===== config.mk =====
export PLATFORM = sky130hd
export DESIGN_NAME = button_conditioner
export DESIGN_NICKNAME = d
export VERILOG_FILES = /design/src/rtl/button_conditioner_pkg.sv /design/src/rtl/button_conditioner_channel.sv /design/src/rtl/button_conditioner.sv
export SDC_FILE = /design/constraint.sdc
export NUM_CORES = 1
export LEC_CHECK = 0
export BUFFER_PORTS_ARGS = -buffer_cell sky130_fd_sc_hd__buf_2
export CORE_UTILIZATION = 29
export DETAILED_ROUTE_END_ITERATION = 7
export MAX_ROUTING_LAYER = met4
export PLACE_DENSITY_LB_ADDON = 0.2
export SLEW_MARGIN = 30
export SYNTH_ARGS = -nofsm -noshare
export SYNTH_HDL_FRONTEND = slang
export SYNTH_SLANG_ARGS = --single-unit

===== constraint.sdc =====
create_clock -name i_clk -period 2.05 [get_ports i_clk]
set_clock_uncertainty 0.05 [all_clocks]
set_input_delay 0.5125 -clock i_clk [delete_from_list [all_inputs] [get_ports i_clk]]
set_output_delay 0.5125 -clock i_clk [all_outputs]
set_load 0.01 [all_outputs]

===== src/rtl/button_conditioner_pkg.sv =====
// -----------------------------------------------------------------------------
// button_conditioner_pkg
//   Shared constants and helpers for the button conditioner.
//   - EDGE_* : encodings of the EDGE_MODE parameter (what drives o_edge).
//   - edge_mode_legal : maps any EDGE_MODE value to a legal one.
//   - edge_select : picks the o_edge value from the rise/fall pulses.
// -----------------------------------------------------------------------------
package button_conditioner_pkg;

  localparam int EDGE_RISE = 0;
  localparam int EDGE_FALL = 1;
  localparam int EDGE_BOTH = 2;

  // Unknown modes fall back to rising-edge behaviour.
  function automatic int edge_mode_legal(input int mode);
    if (mode == EDGE_FALL || mode == EDGE_BOTH) begin
      return mode;
    end
    return EDGE_RISE;
  endfunction

  function automatic logic edge_select(input int mode, input logic rise,
                                       input logic fall);
    logic sel;
    case (mode)
      EDGE_FALL: sel = fall;
      EDGE_BOTH: sel = rise | fall;
      default:   sel = rise;
    endcase
    return sel;
  endfunction

endpackage


===== src/rtl/button_conditioner_channel.sv =====
// -----------------------------------------------------------------------------
// button_channel
//   One button channel: optional pin inversion, 2-FF synchroniser,
//   counter-based debouncer, registered rise/fall/edge pulses and a
//   one-shot long-press pulse.
//
//   Ports:
//     i_clk    : system clock, rising edge.
//     i_rst_n  : asynchronous active-low reset.
//     i_button : raw asynchronous button input.
//     o_level  : debounced pressed level (1 = pressed).
//     o_rise   : 1-cycle pulse when o_level goes 0 -> 1.
//     o_fall   : 1-cycle pulse when o_level goes 1 -> 0.
//     o_edge   : 1-cycle pulse selected by EDGE_MODE.
//     o_long   : 1-cycle pulse when the press has lasted LONG_CYCLES cycles.
// -----------------------------------------------------------------------------
module button_channel
  import button_conditioner_pkg::*;
#(
  parameter int DEBOUNCE_CYCLES = 16,
  parameter int EDGE_MODE       = EDGE_RISE,
  parameter int ACTIVE_LOW      = 0,
  parameter int LONG_CYCLES     = 1000
) (
  input  logic i_clk,
  input  logic i_rst_n,
  input  logic i_button,
  output logic o_level,
  output logic o_rise,
  output logic o_fall,
  output logic o_edge,
  output logic o_long
);

  localparam int DB_W   = $clog2(DEBOUNCE_CYCLES) + 1;
  localparam int HOLD_W = $clog2(LONG_CYCLES) + 1;

  localparam logic [DB_W-1:0]   DB_LAST   = DB_W'(DEBOUNCE_CYCLES - 1);
  localparam logic [HOLD_W-1:0] HOLD_MAX  = HOLD_W'(LONG_CYCLES);
  localparam logic [HOLD_W-1:0] HOLD_PRE  = HOLD_W'(LONG_CYCLES - 1);

  logic pin_in;

  logic              s1_d,     s1_q;
  logic              s2_d,     s2_q;
  logic              level_d,  level_q;
  logic [DB_W-1:0]   db_cnt_d, db_cnt_q;
  logic              rise_d,   rise_q;
  logic              fall_d,   fall_q;
  logic              edge_d,   edge_q;
  logic [HOLD_W-1:0] hold_d,   hold_q;
  logic              long_d,   long_q;

  // Normalise polarity so that "pressed" is always 1 from here on.
  assign pin_in = (ACTIVE_LOW != 0) ? ~i_button : i_button;

  always_comb begin
    s1_d     = pin_in;
    s2_d     = s1_q;

    level_d  = level_q;
    db_cnt_d = '0;
    rise_d   = 1'b0;
    fall_d   = 1'b0;

    // The counter only runs while the synchronised input disagrees with the
    // accepted level; any agreement (a glitch ending) restarts it from zero.
    if (s2_q != level_q) begin
      if (db_cnt_q == DB_LAST) begin
        level_d = s2_q;
        rise_d  = s2_q;
        fall_d  = ~s2_q;
      end else begin
        db_cnt_d = db_cnt_q + 1'b1;
      end
    end

    // Hold counter follows the registered level, so it is cleared the cycle
    // after o_level falls and cannot fire on the release cycle.
    hold_d = '0;
    long_d = 1'b0;
    if (level_q) begin
      if (hold_q != HOLD_MAX) begin
        hold_d = hold_q + 1'b1;
        long_d = (hold_q == HOLD_PRE);
      end else begin
        hold_d = hold_q;
      end
    end

    edge_d = edge_select(EDGE_MODE, rise_d, fall_d);
  end

  always_ff @(posedge i_clk or negedge i_rst_n) begin
    if (!i_rst_n) begin
      s1_q     <= 1'b0;
      s2_q     <= 1'b0;
      level_q  <= 1'b0;
      db_cnt_q <= '0;
      rise_q   <= 1'b0;
      fall_q   <= 1'b0;
      edge_q   <= 1'b0;
      hold_q   <= '0;
      long_q   <= 1'b0;
    end else begin
      s1_q     <= s1_d;
      s2_q     <= s2_d;
      level_q  <= level_d;
      db_cnt_q <= db_cnt_d;
      rise_q   <= rise_d;
      fall_q   <= fall_d;
      edge_q   <= edge_d;
      hold_q   <= hold_d;
      long_q   <= long_d;
    end
  end

  assign o_level = level_q;
  assign o_rise  = rise_q;
  assign o_fall  = fall_q;
  assign o_edge  = edge_q;
  assign o_long  = long_q;

endmodule


===== src/rtl/button_conditioner.sv =====
// -----------------------------------------------------------------------------
// button_conditioner
//   Multi-channel push-button conditioner. Each channel is synchronised,
//   debounced and turned into registered level / edge / long-press signals.
//   Channels are fully independent.
//
//   Ports:
//     i_clk    : system clock, rising edge.
//     i_rst_n  : asynchronous active-low reset.
//     i_button : [N_CH] raw asynchronous button inputs.
//     o_level  : [N_CH] debounced pressed level (1 = pressed).
//     o_rise   : [N_CH] 1-cycle pulse on debounced press.
//     o_fall   : [N_CH] 1-cycle pulse on debounced release.
//     o_edge   : [N_CH] 1-cycle pulse: rise, fall or both per EDGE_MODE.
//     o_long   : [N_CH] 1-cycle pulse when a press reaches LONG_CYCLES.
// -----------------------------------------------------------------------------
module button_conditioner
  import button_conditioner_pkg::*;
#(
  parameter int N_CH            = 4,
  parameter int DEBOUNCE_CYCLES = 16,
  parameter int EDGE_MODE       = EDGE_RISE,
  parameter int ACTIVE_LOW      = 0,
  parameter int LONG_CYCLES     = 1000
) (
  input  logic            i_clk,
  input  logic            i_rst_n,
  input  logic [N_CH-1:0] i_button,
  output logic [N_CH-1:0] o_level,
  output logic [N_CH-1:0] o_rise,
  output logic [N_CH-1:0] o_fall,
  output logic [N_CH-1:0] o_edge,
  output logic [N_CH-1:0] o_long
);

  // The edge mux is folded into each channel's output register so o_edge
  // stays a pure flop output; here the mode is just made legal.
  localparam int EDGE_SEL = edge_mode_legal(EDGE_MODE);

  for (genvar ch = 0; ch < N_CH; ch++) begin : g_ch
    button_channel #(
      .DEBOUNCE_CYCLES (DEBOUNCE_CYCLES),
      .EDGE_MODE       (EDGE_SEL),
      .ACTIVE_LOW      (ACTIVE_LOW),
      .LONG_CYCLES     (LONG_CYCLES)
    ) u_channel (
      .i_clk    (i_clk),
      .i_rst_n  (i_rst_n),
      .i_button (i_button[ch]),
      .o_level  (o_level[ch]),
      .o_rise   (o_rise[ch]),
      .o_fall   (o_fall[ch]),
      .o_edge   (o_edge[ch]),
      .o_long   (o_long[ch])
    );
  end

endmodule


Word level (Yosys, flattened, before mapping)
Cells that the tools add are included.
- bits in registers: 88
- input port bits: 6
- output and inout port bits: 20
- bitwise logic cells: 4
- equal/unequal tests: 20
- mux-type cells: 40
- add/subtract/negate cells: 8
- reduce and logical (&&, ||, !) cells: 4
- operators by type and width (kind ; count):
    11-bit two-way mux ; 8
    11-bit by 1-bit adder with 11-bit output, second input constant ; 4
    11-bit by 10-bit == test with 1-bit output, second input constant ; 4
    11-bit by 10-bit != test with 1-bit output, second input constant ; 4
    5-bit two-way mux ; 8
    1-bit two-way mux ; 24
    5-bit by 1-bit adder with 5-bit output, second input constant ; 4
    5-bit by 4-bit == test with 1-bit output, second input constant ; 4
    2-bit != test, second input constant ; 4
    2-bit AND reduction ; 4
    1-bit != test ; 4
    1-bit NOT ; 4

Logic depth before layout (Yosys ltp)
Gate-level depths: netlist of the first run.
- word-level depth: 3
- gate-level depth with buffers: 5
- depth with buffers taken out: 5

Cells and area by module
Synthesis of the first run repeated with hierarchy kept, for this count alone.
- cell total of the unflattened synthesis: 372
- area, all modules: 4053.9 µm²
- modules (own cells, without submodules) (module ; cells an instance ; instances ; area each (µm²)):
    button_channel ; 93 ; 4 ; 1013.5

Worst setup path after synthesis of the first run
No wires, ideal clock.
- kind: register -> register
- from: reg g_ch[1].u_channel.hold_q[0]
- to: reg g_ch[1].u_channel.hold_q[10]
- data arrival time: 1262 ps
- slack: 660 ps
- data required time: 1922 ps
- library setup time: 78 ps
- cell stages (with the launch flop): 5
- clock period less this slack: 1390 ps
- path through: dfrtp_1 ha_1 nand4_1 or4_1 a21oi_1
- word-level cells in the longest chain between the ends: 3
- elaborated cells between the ends (all ways): 5
- classes of those cells: add/sub (1); eq/ne (2); mux (2)
- RTL lines (what ; RTL line ; source):
    start: declaration ; button_conditioner_channel.sv:51 ; logic [HOLD_W-1:0] hold_d, hold_q;
    start signal: assignment ; button_conditioner_channel.sv:113 ; hold_q <= hold_d;
    11-bit by 1-bit adder with 11-bit output ; button_conditioner_channel.sv:84 ; hold_d = hold_q + 1'b1;
    11-bit two-way mux ; button_conditioner_channel.sv:83 ; if (hold_q != HOLD_MAX) begin
    11-bit two-way mux ; button_conditioner_channel.sv:82 ; if (level_q) begin
Several ways; a longest one is shown, not always the timed one. The select of a mux whose other input is x is not followed.
A chain may end at the register's enable or synchronous reset.

Worst setup path after layout of the first run
- from: reg g_ch[2].u_channel.level_q
- to: out o_level[2]
- RTL lines (what ; RTL line ; source):
    start: declaration ; button_conditioner_channel.sv:46 ; logic level_d, level_q;
    start signal: assignment ; button_conditioner_channel.sv:108 ; level_q <= level_d;
    end: declaration ; button_conditioner.sv:29 ; output logic [N_CH-1:0] o_level,
No word-level cell between the ends.

==> results by group, run 1 <==
Run status
  • Status: completed

Hold path
  • Hold/Removal Path Class: input pin to async pin

Timing
  • Count of pins over their slew limit: 0
  • RSZ-0062 raised after global routing: false
  • Final worst slack: approximately 0.29 ns
  • Final setup viols: 0
  • Tcrit/Tclk final: 86.0%
  • Achievable Freq: 567 MHz
  • Setup TNS: 0 ns
  • Pin slew with the least headroom to its limit: about 0.5 ns
  • Shortest period the worst path allows: around 1.8 ns
  • Hold Vio Cnt, Final: 0
  • Relative slew slack: 65.7%

Global routing
  • Largest net degree at the start of global routing: 34
  • Antenna violations before repair: 0
  • Vias in the first global route: 2576
  • Most used routing layer: met2
  • Met1 Use GR: around 15%
  • First-pass GRT wire length: approximately 12 mm
  • Met2 Use GR: 15.7%
  • Overflow after GRT: 0
  • Global Route Usage Sum: 11.2%
  • Met3 Use GR: approximately 2%

Final layout
  • Nets: between 400 and 500
  • Fin cells: around 580
  • Share of layout cells above drive strength 1: between 10% and 20%
  • Fillcell total: around 1400
  • Ant. Diodes: 0
  • Area Overhead vs Synth: 11.8%

Detailed routing
  • Total number of vias: 2749
  • Antenna-violating nets left: 0
  • Wire per inst: 12.6 µm
  • DRT Pass-1 Iters: 6
  • Drt first-iter violations: 150
  • Total wire length: 7.27 mm
  • Post-route DRC violation count: 0
  • Vias/cell: about 4.7

Clock tree
  • Clk buf depth: 2
  • CTS sink count: slightly below 90
  • CTS tree: done
  • # Post-CTS Setup Buffers: 0
  • CTS root buf: clkbuf_16
  • H-tree level count: 3
  • Clock Latency Late Sink: around 0.35 ns
  • Total CTS buffers: 9
  • Post-cts resize count: 0
  • Clk slew on worst S/H paths: roughly 0.060 ns
  • Hold-fix buffers at CTS: 0

Setup path
  • CP max FO: 14
  • CP peak stage delay: ~0.63 ns
  • Crit path cell chain: buf_2
  • Critical path launch point type: flop
  • CP max-delay cell: dfrtp_1
  • Critical path's top delay family: flip-flops
  • Setup CP Type: flop to output port
  • Worst path required time: ~1.5 ns
  • Worst setup EP type: output port
  • Worst path arrival time: around 1.2 ns
  • Buf+Inv Stages, Crit Path: 1

Yosys
  • Largest family of logic cells by synthesized area: simple AND/OR/NAND/NOR gates
  • Top FF cell, synth: dfrtp_1
  • Syn_nets: slightly above 400
  • Async set or reset register ratio after synthesis: 100%
  • Seq/Total Area, Yosys: a little over half
  • Cell variety after synth: 34
  • EDFF count, synth: 0
  • Synth Area in Adders: under 10%
  • Count of state elements after synthesis: 88
  • Most instantiated cells after synthesis: dfrtp_1, nand2_1, a21oi_1, buf_4, xor2_1
  • Post-synthesis simple-gate area fraction: 20.7%
  • Post-synthesis xor/xnor area fraction: between 4 and 5%
  • Synth warnings: 0
  • Area contributors post-synth: dfrtp_1, xor2_1, buf_4
  • Post-synth top area share: between 50% and 60%
  • Most common cell in the netlist: dfrtp_1
  • Syn Std Cell Area: roughly 0.0041 mm²
  • Mux contribution to synthesized area: 3.02%
  • Mean Syn Cell Area: 10.7 µm²
  • Synth Area in Compound Gates: under 10%
  • Synth area leader: dfrtp_1
  • Mapped Cells: 385

Floorplan
  • Initial core utilization: between 20% and 30%
  • Row Count: 43
  • I/O pins: 26
  • DIE AREA: around 0.015 mm²
  • DIE HEIGHT: between 100 and 150 µm
  • Die span in x: between 100 and 150 µm
  • Total core area: ~0.014 mm²

Place
  • DP Wirelength: 4.87 mm
  • Cells after DPL: about 570
  • I/O Buffers: 25
  • GP Congestion: 0.728
  • Pre-CTS worst setup slack: ~0.50 ns

Run
  • Max_cap viols: 0

Power and ir drop
  • Leak Pwr: around 1.9 nW
  • VDD IR max: between 0.0003 and 0.0004 V
  • Final total power: ~3.5 mW
  • Power Dens Cells: around 760 mW/mm²
## area by class of cell
cell class | count | area (µm²) | area share, %
multi-input cells | 253 | 1670 | 36.2
repair buffers | 27 | 168 | 3.62
flip-flops and latches | 88 | 2200 | 47.6
well taps | 180 | 225 | 4.87
inverters | 17 | 63.8 | 1.38
clock buffers | 11 | 253 | 5.46
clock inverters | 3 | 42.5 | 0.919
## state kept, by name (all words and copies together) (netlist names)
signal	flops
g_ch.u_channel.o_level	4
g_ch.u_channel.o_rise	4
g_ch.u_channel.hold_q	44
g_ch.u_channel.db_cnt_q	20
g_ch.u_channel.s1_q	4
g_ch.u_channel.o_long	4
g_ch.u_channel.o_fall	4
g_ch.u_channel.s2_q	4
## final timing paths
check | from | to | slack (ns) | cells after the start
setup / recovery | g_ch[2].u_channel.o_level | o_level[2] | 0.29 | 1
hold / removal | i_rst_n | g_ch[1].u_channel.hold_q[1] | 0.07 | 1
setup reg to reg | g_ch[1].u_channel.hold_q[1] | g_ch[1].u_channel.hold_q[10] | 0.49 | 4
hold reg to reg | g_ch[2].u_channel.s1_q | g_ch[2].u_channel.s2_q | 0.30 | 0
max in group asynchronous | i_rst_n | g_ch[0].u_channel.hold_q[10] | 1.36 | 2
min in group i_clk | i_button[2] | g_ch[2].u_channel.s1_q | 0.22 | 1
## cell usage in the layout (no fill, tap or decap), drive strengths merged, types with 5 or more instances in the layout
| cell type | count |
|---|---|
| and2 | 5 |
| a21oi | 20 |
| or3 | 9 |
| nand3 | 22 |
| clkbuf | 11 |
| nand4 | 5 |
| mux2i | 8 |
| inv | 17 |
| buf | 27 |
| or4 | 11 |
| nor4 | 8 |
| ha | 12 |
| xor2 | 20 |
| nand4b | 8 |
| dfrtp | 88 |
| nand2 | 40 |
| nand3b | 8 |
| o21ai | 12 |
| nor2 | 16 |
| o31ai | 13 |
## power breakdown
group	internal, mW	switching [mW]
logic	0.0320	0.0541
clock network	0.995	0.672
registers	1.76	0.0212
total	2.79	0.747
## metrics by stage
stage	area, µm²	utilization [%]	hold slack, ns
2_1_floorplan	4140	-	0.167
3_3_place_gp	4330	31.2	0.283
3_5_place_dp	4330	31.2	0.285
4_1_cts	4630	33.3	0.0790
5_1_grt	4630	33.3	0.101
6_report	4630	33.3	0.0685
## layer usage
metal | wire length [µm] | part of all wire, % | vias to the layer above
met5 | 0 | 0 | -
met2 | 3240 | 45 | 28
met1 | 3660 | 50 | 1326
li1 | - | - | 1384
met4 | 208 | 2.9 | 0
met3 | 164 | 2.3 | 11
## cell families (layout without fill, tap and decap cells)
group                      Yosys count  count (layout)
DFF                                 88              88
and+or+nand+nor                    150             150
adders and majority gates           12              12
muxes                               12              12
AOI/OAI and AO/OA                   59              59
xor gates and xnor gates            20              20
buffers and inverters               44              58
(Power assumes the default switching activity.)
==> run 2: changes to the inputs <==
- CORE_ASPECT_RATIO: not set -> 0.75
- CORE_UTILIZATION: 29 -> 53
==> run 2 against run 1 <==
Core utilization up 26 points; global-route usage up 8.8 points; critical path depth unchanged; first-iteration DRC count down 33%; largest power group unchanged.
==> results by group, run 2 (same netlist as run 1, synthesis figures left out) <==
Setup path
  • CP max-delay cell: dfrtp_1 (unchanged)
  • Crit path cell chain: buf_2 (unchanged)
  • CP max FO: 14 (unchanged)
  • Worst setup EP type: output port (unchanged)
  • Worst path required time: 1.49 ns (about the same)
  • Buf+Inv Stages, Crit Path: 1 (unchanged)
  • CP peak stage delay: 0.62 ns (was 0.63 ns)
  • Setup CP Type: flop to output port (unchanged)
  • Critical path launch point type: flop (unchanged)
  • Worst path arrival time: 1.19 ns (was 1.20 ns)
  • Critical path's top delay family: flip-flops (unchanged)

Clock tree
  • CTS tree: done (unchanged)
  • Clock Latency Late Sink: 0.36 ns (was 0.35 ns)
  • H-tree level count: 3 (unchanged)
  • Clk buf depth: 2 (unchanged)
  • CTS root buf: clkbuf_8 (was clkbuf_16)
  • CTS sink count: 88 (unchanged)
  • Clk slew on worst S/H paths: 0.08 ns (was 0.06 ns)
  • Total CTS buffers: 9 (unchanged)

Place
  • GP Congestion: 0.785 (was 0.728)
  • I/O Buffers: 25 (unchanged)
  • DP Wirelength: 4.92 mm (was 4.87 mm)
  • Pre-CTS worst setup slack: 0.459 ns (was 0.499 ns)
  • Cells after DPL: 487 (was 565)

Detailed routing
  • Post-route DRC violation count: 0 (unchanged)
  • Total number of vias: 2813 (was 2749)
  • Vias/cell: 5.58 (was 4.75)
  • Wire per inst: 14.1 µm (was 12.6 µm)
  • DRT Pass-1 Iters: 5 (was 6)
  • Antenna-violating nets left: 0 (unchanged)
  • Drt first-iter violations: 101 (was 150)
  • Total wire length: 7.10 mm (was 7.27 mm)

Global routing
  • Antenna violations before repair: 0 (unchanged)
  • Global Route Usage Sum: 20.0% (was 11.2%)
  • Overflow after GRT: 0 (unchanged)
  • Vias in the first global route: 2669 (was 2576)
  • First-pass GRT wire length: 12.4 mm (was 12.5 mm)
  • Largest net degree at the start of global routing: 38 (was 34)

Floorplan
  • I/O pins: 26 (unchanged)
  • DIE AREA: 0.00817 mm² (was 0.0148 mm²)
  • Initial core utilization: 55.7% (was 29.8%)
  • Total core area: 0.00743 mm² (was 0.0139 mm²)
  • Die span in x: 104 µm (was 121 µm)
  • Row Count: 27 (was 43)
  • DIE HEIGHT: 78.5 µm (was 121 µm)

Power and ir drop
  • Leak Pwr: 1.86 nW (was 1.90 nW)
  • Power Dens Cells: 697 mW/mm² (was 765 mW/mm²)
  • VDD IR max: 0.000404 V (was 0.000376 V)

Final layout
  • Fin cells: 504 (was 579)
  • Ant. Diodes: 0 (unchanged)
  • Most frequent cells in the layout: dfrtp_1, nand2_1, buf_2 (unchanged)
  • Max reg flops: 44 (unchanged)
  • Area Overhead vs Synth: 7.38% (was 11.8%)
  • Share of layout cells above drive strength 1: 14.1% (was 13.5%)
  • Register with the most flip-flops: g_ch.u_channel.hold_q (unchanged)
  • Nets: 416 (was 414)
  • Biggest regs: g_ch.u_channel.hold_q x44, g_ch.u_channel.db_cnt_q x20 (unchanged)
  • Final core utilization: 59.8% (was 33.3%)
  • Most common cell after layout, fill and taps aside: dfrtp_1 (unchanged)

Timing
  • Pin slew with the least headroom to its limit: 0.506 ns (was 0.510 ns)
  • Setup TNS: 0 ns (unchanged)
  • Hold Vio Cnt, Final: 0 (unchanged)
  • Final setup viols: 0 (unchanged)
  • Count of pins over their slew limit: 0 (unchanged)
  • Shortest period the worst path allows: 1.76 ns (about the same)
  • Final worst slack: 0.293 ns (was 0.288 ns)
  • Achievable Freq: 569 MHz (was 567 MHz)
  • Tcrit/Tclk final: 85.7% (was 86.0%)
  • RSZ-0062 raised after global routing: false (unchanged)
  • Relative slew slack: 66.0% (was 65.7%)

Run status
  • Status: completed (unchanged)

Hold path
  • Hold/Removal Path Class: input pin to flop (was input pin to async pin)

Run
  • Max_cap viols: 0 (unchanged)
-- run 2: worst paths after layout --
kind	start	to	slack, ns	depth (start not counted)
max reg2reg	g_ch[0].u_channel.hold_q[0]	g_ch[0].u_channel.hold_q[0]	0.46	5
min	i_button[2]	g_ch[2].u_channel.s1_q	0.20	1
max in group asynchronous	i_rst_n	g_ch[0].u_channel.o_long	0.92	3
min reg2reg	g_ch[2].u_channel.s1_q	g_ch[2].u_channel.s2_q	0.31	0
min in group asynchronous	i_rst_n	g_ch[3].u_channel.hold_q[2]	0.51	2
max	g_ch[2].u_channel.o_level	o_level[2]	0.29	1
-- run 2: cell type report --
type                       instances  area (µm²)
timing repair buffer              29         173
clock inverter                     6        67.6
clock buffer                      10         138
inverter                          17        63.8
sequential                        88        2200
tap                              101         126
fill                             617        2990
multi-input combinational        253        1670
-- run 2: repair_timing --
| action | 4_1_cts | 5_1_grt |
|---|---|---|
| hold buffers | 1 | 0 |
| gates resized for setup | 0 | 0 |
| buffers inserted | 0 | 0 |
| hold endpoints to repair | 16 | 0 |
-- run 2: where the power goes --
group          switching [mW]  internal [mW]  total, mW
Combinational          0.0542         0.0321     0.0864
Clock                   0.624          0.600       1.22
Sequential             0.0227           1.76       1.78
Total                   0.701           2.39       3.09
-- run 2: metal layers --
layer	wire length, µm	track usage, %	vias up
li1	-	-	1383
met2	3190	30.1	64
met1	3510	26.1	1355
met3	286	4.98	11
met4	114	8.14	0
met5	0	-	-
-- run 2: per-stage QoR --
stage,hold slack (ns),total power [mW],cell area [µm²]
4_1_cts,0.176,3.15,4440
2_1_floorplan,0.167,1.85,4140
3_5_place_dp,0.288,1.91,4230
3_3_place_gp,0.285,1.90,4230
5_1_grt,0.175,3.23,4440
6_report,0.204,3.09,4440
==> run 3: changes to the inputs <==
==> constraint.sdc (replaced) <==
create_clock -name i_clk -period 2.05 [get_ports i_clk]
set_clock_uncertainty 0.05 [all_clocks]
set_input_delay 0.205 -clock i_clk [delete_from_list [all_inputs] [get_ports i_clk]]
set_output_delay 0.205 -clock i_clk [all_outputs]
set_load 0.01 [all_outputs]
==> run 3 against run 2 <==
Cell count is 0.79% higher; sequential cell count unchanged; largest cell class unchanged; critical path type is now flop to flop; power is 3.8% higher; combinational power is 2.5% higher.
==> results by group, run 3 (same netlist as run 1, synthesis figures left out) <==
Run status
  • Status: completed (unchanged)

Detailed routing
  • Vias/cell: 5.58 (about the same)
  • Wire per inst: 13.7 µm (was 14.1 µm)
  • Post-route DRC violation count: 0 (unchanged)
  • Drt first-iter violations: 106 (was 101)
  • Antenna-violating nets left: 0 (unchanged)
  • Total wire length: 6.97 mm (was 7.10 mm)
  • DRT Pass-1 Iters: 4 (was 5)
  • Total number of vias: 2835 (was 2813)

Power and ir drop
  • Final total power: 3.21 mW (was 3.09 mW)
  • Power Dens Cells: 715 mW/mm² (was 697 mW/mm²)
  • VDD IR max: 0.000482 V (was 0.000404 V)
  • Leak Pwr: 1.89 nW (was 1.86 nW)

Floorplan
  • Initial core utilization: 55.7% (unchanged)
  • Row Count: 27 (unchanged)
  • DIE AREA: 0.00817 mm² (unchanged)
  • I/O pins: 26 (unchanged)
  • Die span in x: 104 µm (unchanged)
  • DIE HEIGHT: 78.5 µm (unchanged)
  • Total core area: 0.00743 mm² (unchanged)

Final layout
  • Max reg flops: 44 (unchanged)
  • Ant. Diodes: 0 (unchanged)
  • Register with the most flip-flops: g_ch.u_channel.hold_q (unchanged)
  • Fillcell total: 626 (was 617)
  • Most common cell after layout, fill and taps aside: dfrtp_1 (unchanged)
  • Share of layout cells above drive strength 1: 14.0% (was 14.1%)
  • Fin area: 0.00449 mm² (was 0.00444 mm²)
  • Final core utilization: 60.5% (was 59.8%)
  • Area Overhead vs Synth: 8.59% (was 7.38%)
  • Most frequent cells in the layout: dfrtp_1, nand2_1, buf_2 (unchanged)
  • Nets: 420 (was 416)
  • Biggest regs: g_ch.u_channel.hold_q x44, g_ch.u_channel.db_cnt_q x20 (unchanged)

Clock tree
  • Post-cts resize count: 0 (unchanged)
  • CTS sink count: 88 (unchanged)
  • # Post-CTS Setup Buffers: 0 (unchanged)
  • Clk buf depth: 2 (unchanged)
  • CTS tree: done (unchanged)
  • H-tree level count: 3 (unchanged)
  • Total CTS buffers: 9 (unchanged)
  • Clk slew on worst S/H paths: 0.08 ns (about the same)
  • Clock Latency Late Sink: 0.35 ns (was 0.36 ns)
  • CTS root buf: clkbuf_8 (unchanged)

Place
  • DP Wirelength: 4.90 mm (was 4.92 mm)
  • GP Congestion: 0.784 (was 0.785)
  • I/O Buffers: 25 (unchanged)
  • Post-DP Area: 0.00422 mm² (was 0.00423 mm²)

Setup path
  • Critical path launch point type: flop (unchanged)
  • Worst path arrival time: 1.79 ns (was 1.19 ns)
  • Setup CP Type: flop to flop (was flop to output port)
  • CP max FO: 6 (was 14)
  • Worst path required time: 2.27 ns (was 1.49 ns)
  • Worst setup EP type: flop (was output port)

Timing
  • Pin slew with the least headroom to its limit: 0.497 ns (was 0.506 ns)
  • Hold Vio Cnt, Final: 0 (unchanged)
  • Achievable Freq: 636 MHz (was 569 MHz)
  • Hold WS: 0.306 ns (was 0.204 ns)
  • Setup TNS: 0 ns (unchanged)
  • Tcrit/Tclk final: 76.7% (was 85.7%)
  • Count of pins over their slew limit: 0 (unchanged)
  • Shortest period the worst path allows: 1.57 ns (was 1.76 ns)
  • Final setup viols: 0 (unchanged)
  • RSZ-0062 raised after global routing: false (unchanged)
  • Relative slew slack: 66.8% (was 66.0%)

Global routing
  • Overflow after GRT: 0 (unchanged)
  • Largest net degree at the start of global routing: 40 (was 38)
  • Vias in the first global route: 2745 (was 2669)
  • Antenna violations before repair: 0 (unchanged)
  • Global Route Usage Sum: 19.8% (was 20.0%)
  • First-pass GRT wire length: 12.5 mm (was 12.4 mm)

Run
  • Max_cap viols: 0 (unchanged)

Hold path
  • Hold/Removal Path Class: input pin to async pin (was input pin to flop)
==> run 3: cell types whose count changed in the layout (fill, tap and decap cells not counted), sizes merged <==
cell	delta
clkinv	-1
clkinvlp	-1
inv	+1
bufinv	+1
dlygate4sd3	+4
==> run 3: metal layers <==
layer | up-vias | part of all wire, % | track usage [%]
met5 | - | 0 | -
met4 | 0 | 1.1 | 6.43
met3 | 10 | 3.3 | 5.07
met2 | 50 | 45 | 30.4
met1 | 1375 | 51 | 25.9
li1 | 1400 | - | -
==> run 3: power breakdown <==
| part | internal [mW] | switching, mW | leakage (nW) | total (mW) |
|---|---|---|---|---|
| clock | 0.726 | 0.614 | 0.113 | 1.34 |
| sequential | 1.76 | 0.0217 | 1.20 | 1.78 |
| combinational | 0.0343 | 0.0544 | 0.571 | 0.0886 |
| total | 2.52 | 0.690 | 1.89 | 3.21 |
==> run 3: final cells by class <==
cell class                      count  area [µm²]  area share, %
Sequential cell                    88        2200           49.0
Multi-Input combinational cell    253        1670           37.2
Timing Repair Buffer               33         200           4.46
Clock buffer                       10         138           3.06
Tap cell                          101         126           2.81
Clock inverter                      6        90.1           2.01
Inverter                           17        63.8           1.42
==> run 3: what timing repair did <==
action,in CTS,in global routing
hold buffers,5,0
setup endpoints to repair,0,0
endpoints found under the hold margin,40,0
==> run 3: critical path, cell delays in order, from the launching register on <==
cell,delay (ns)
dfrtp_1,0.42
nand4_1,0.27
nor4_2,0.48
mux2i_1,0.27
==> run 3: final timing paths <==
check	start	end	slack [ns]	cells after the start
setup / recovery	g_ch[1].u_channel.hold_q[5]	g_ch[1].u_channel.hold_q[0]	0.48	3
hold / removal	i_rst_n	g_ch[3].u_channel.hold_q[0]	0.31	2
min in group i_clk	g_ch[2].u_channel.s1_q	g_ch[2].u_channel.s2_q	0.31	0
max in group asynchronous	i_rst_n	g_ch[0].u_channel.hold_q[9]	1.03	3
hold reg to reg	g_ch[2].u_channel.s1_q	g_ch[2].u_channel.s2_q	0.31	0
setup reg to reg	g_ch[1].u_channel.hold_q[5]	g_ch[1].u_channel.hold_q[0]	0.48	3
==> run 3: metrics by stage <==
stage / setup slack [ns] / std cells
floorplan: 0.660 / 385
global placement: 0.549 / 487
detailed placement: 0.480 / 487
CTS: 0.468 / 508
global route: 0.309 / 508
finish: 0.478 / 508
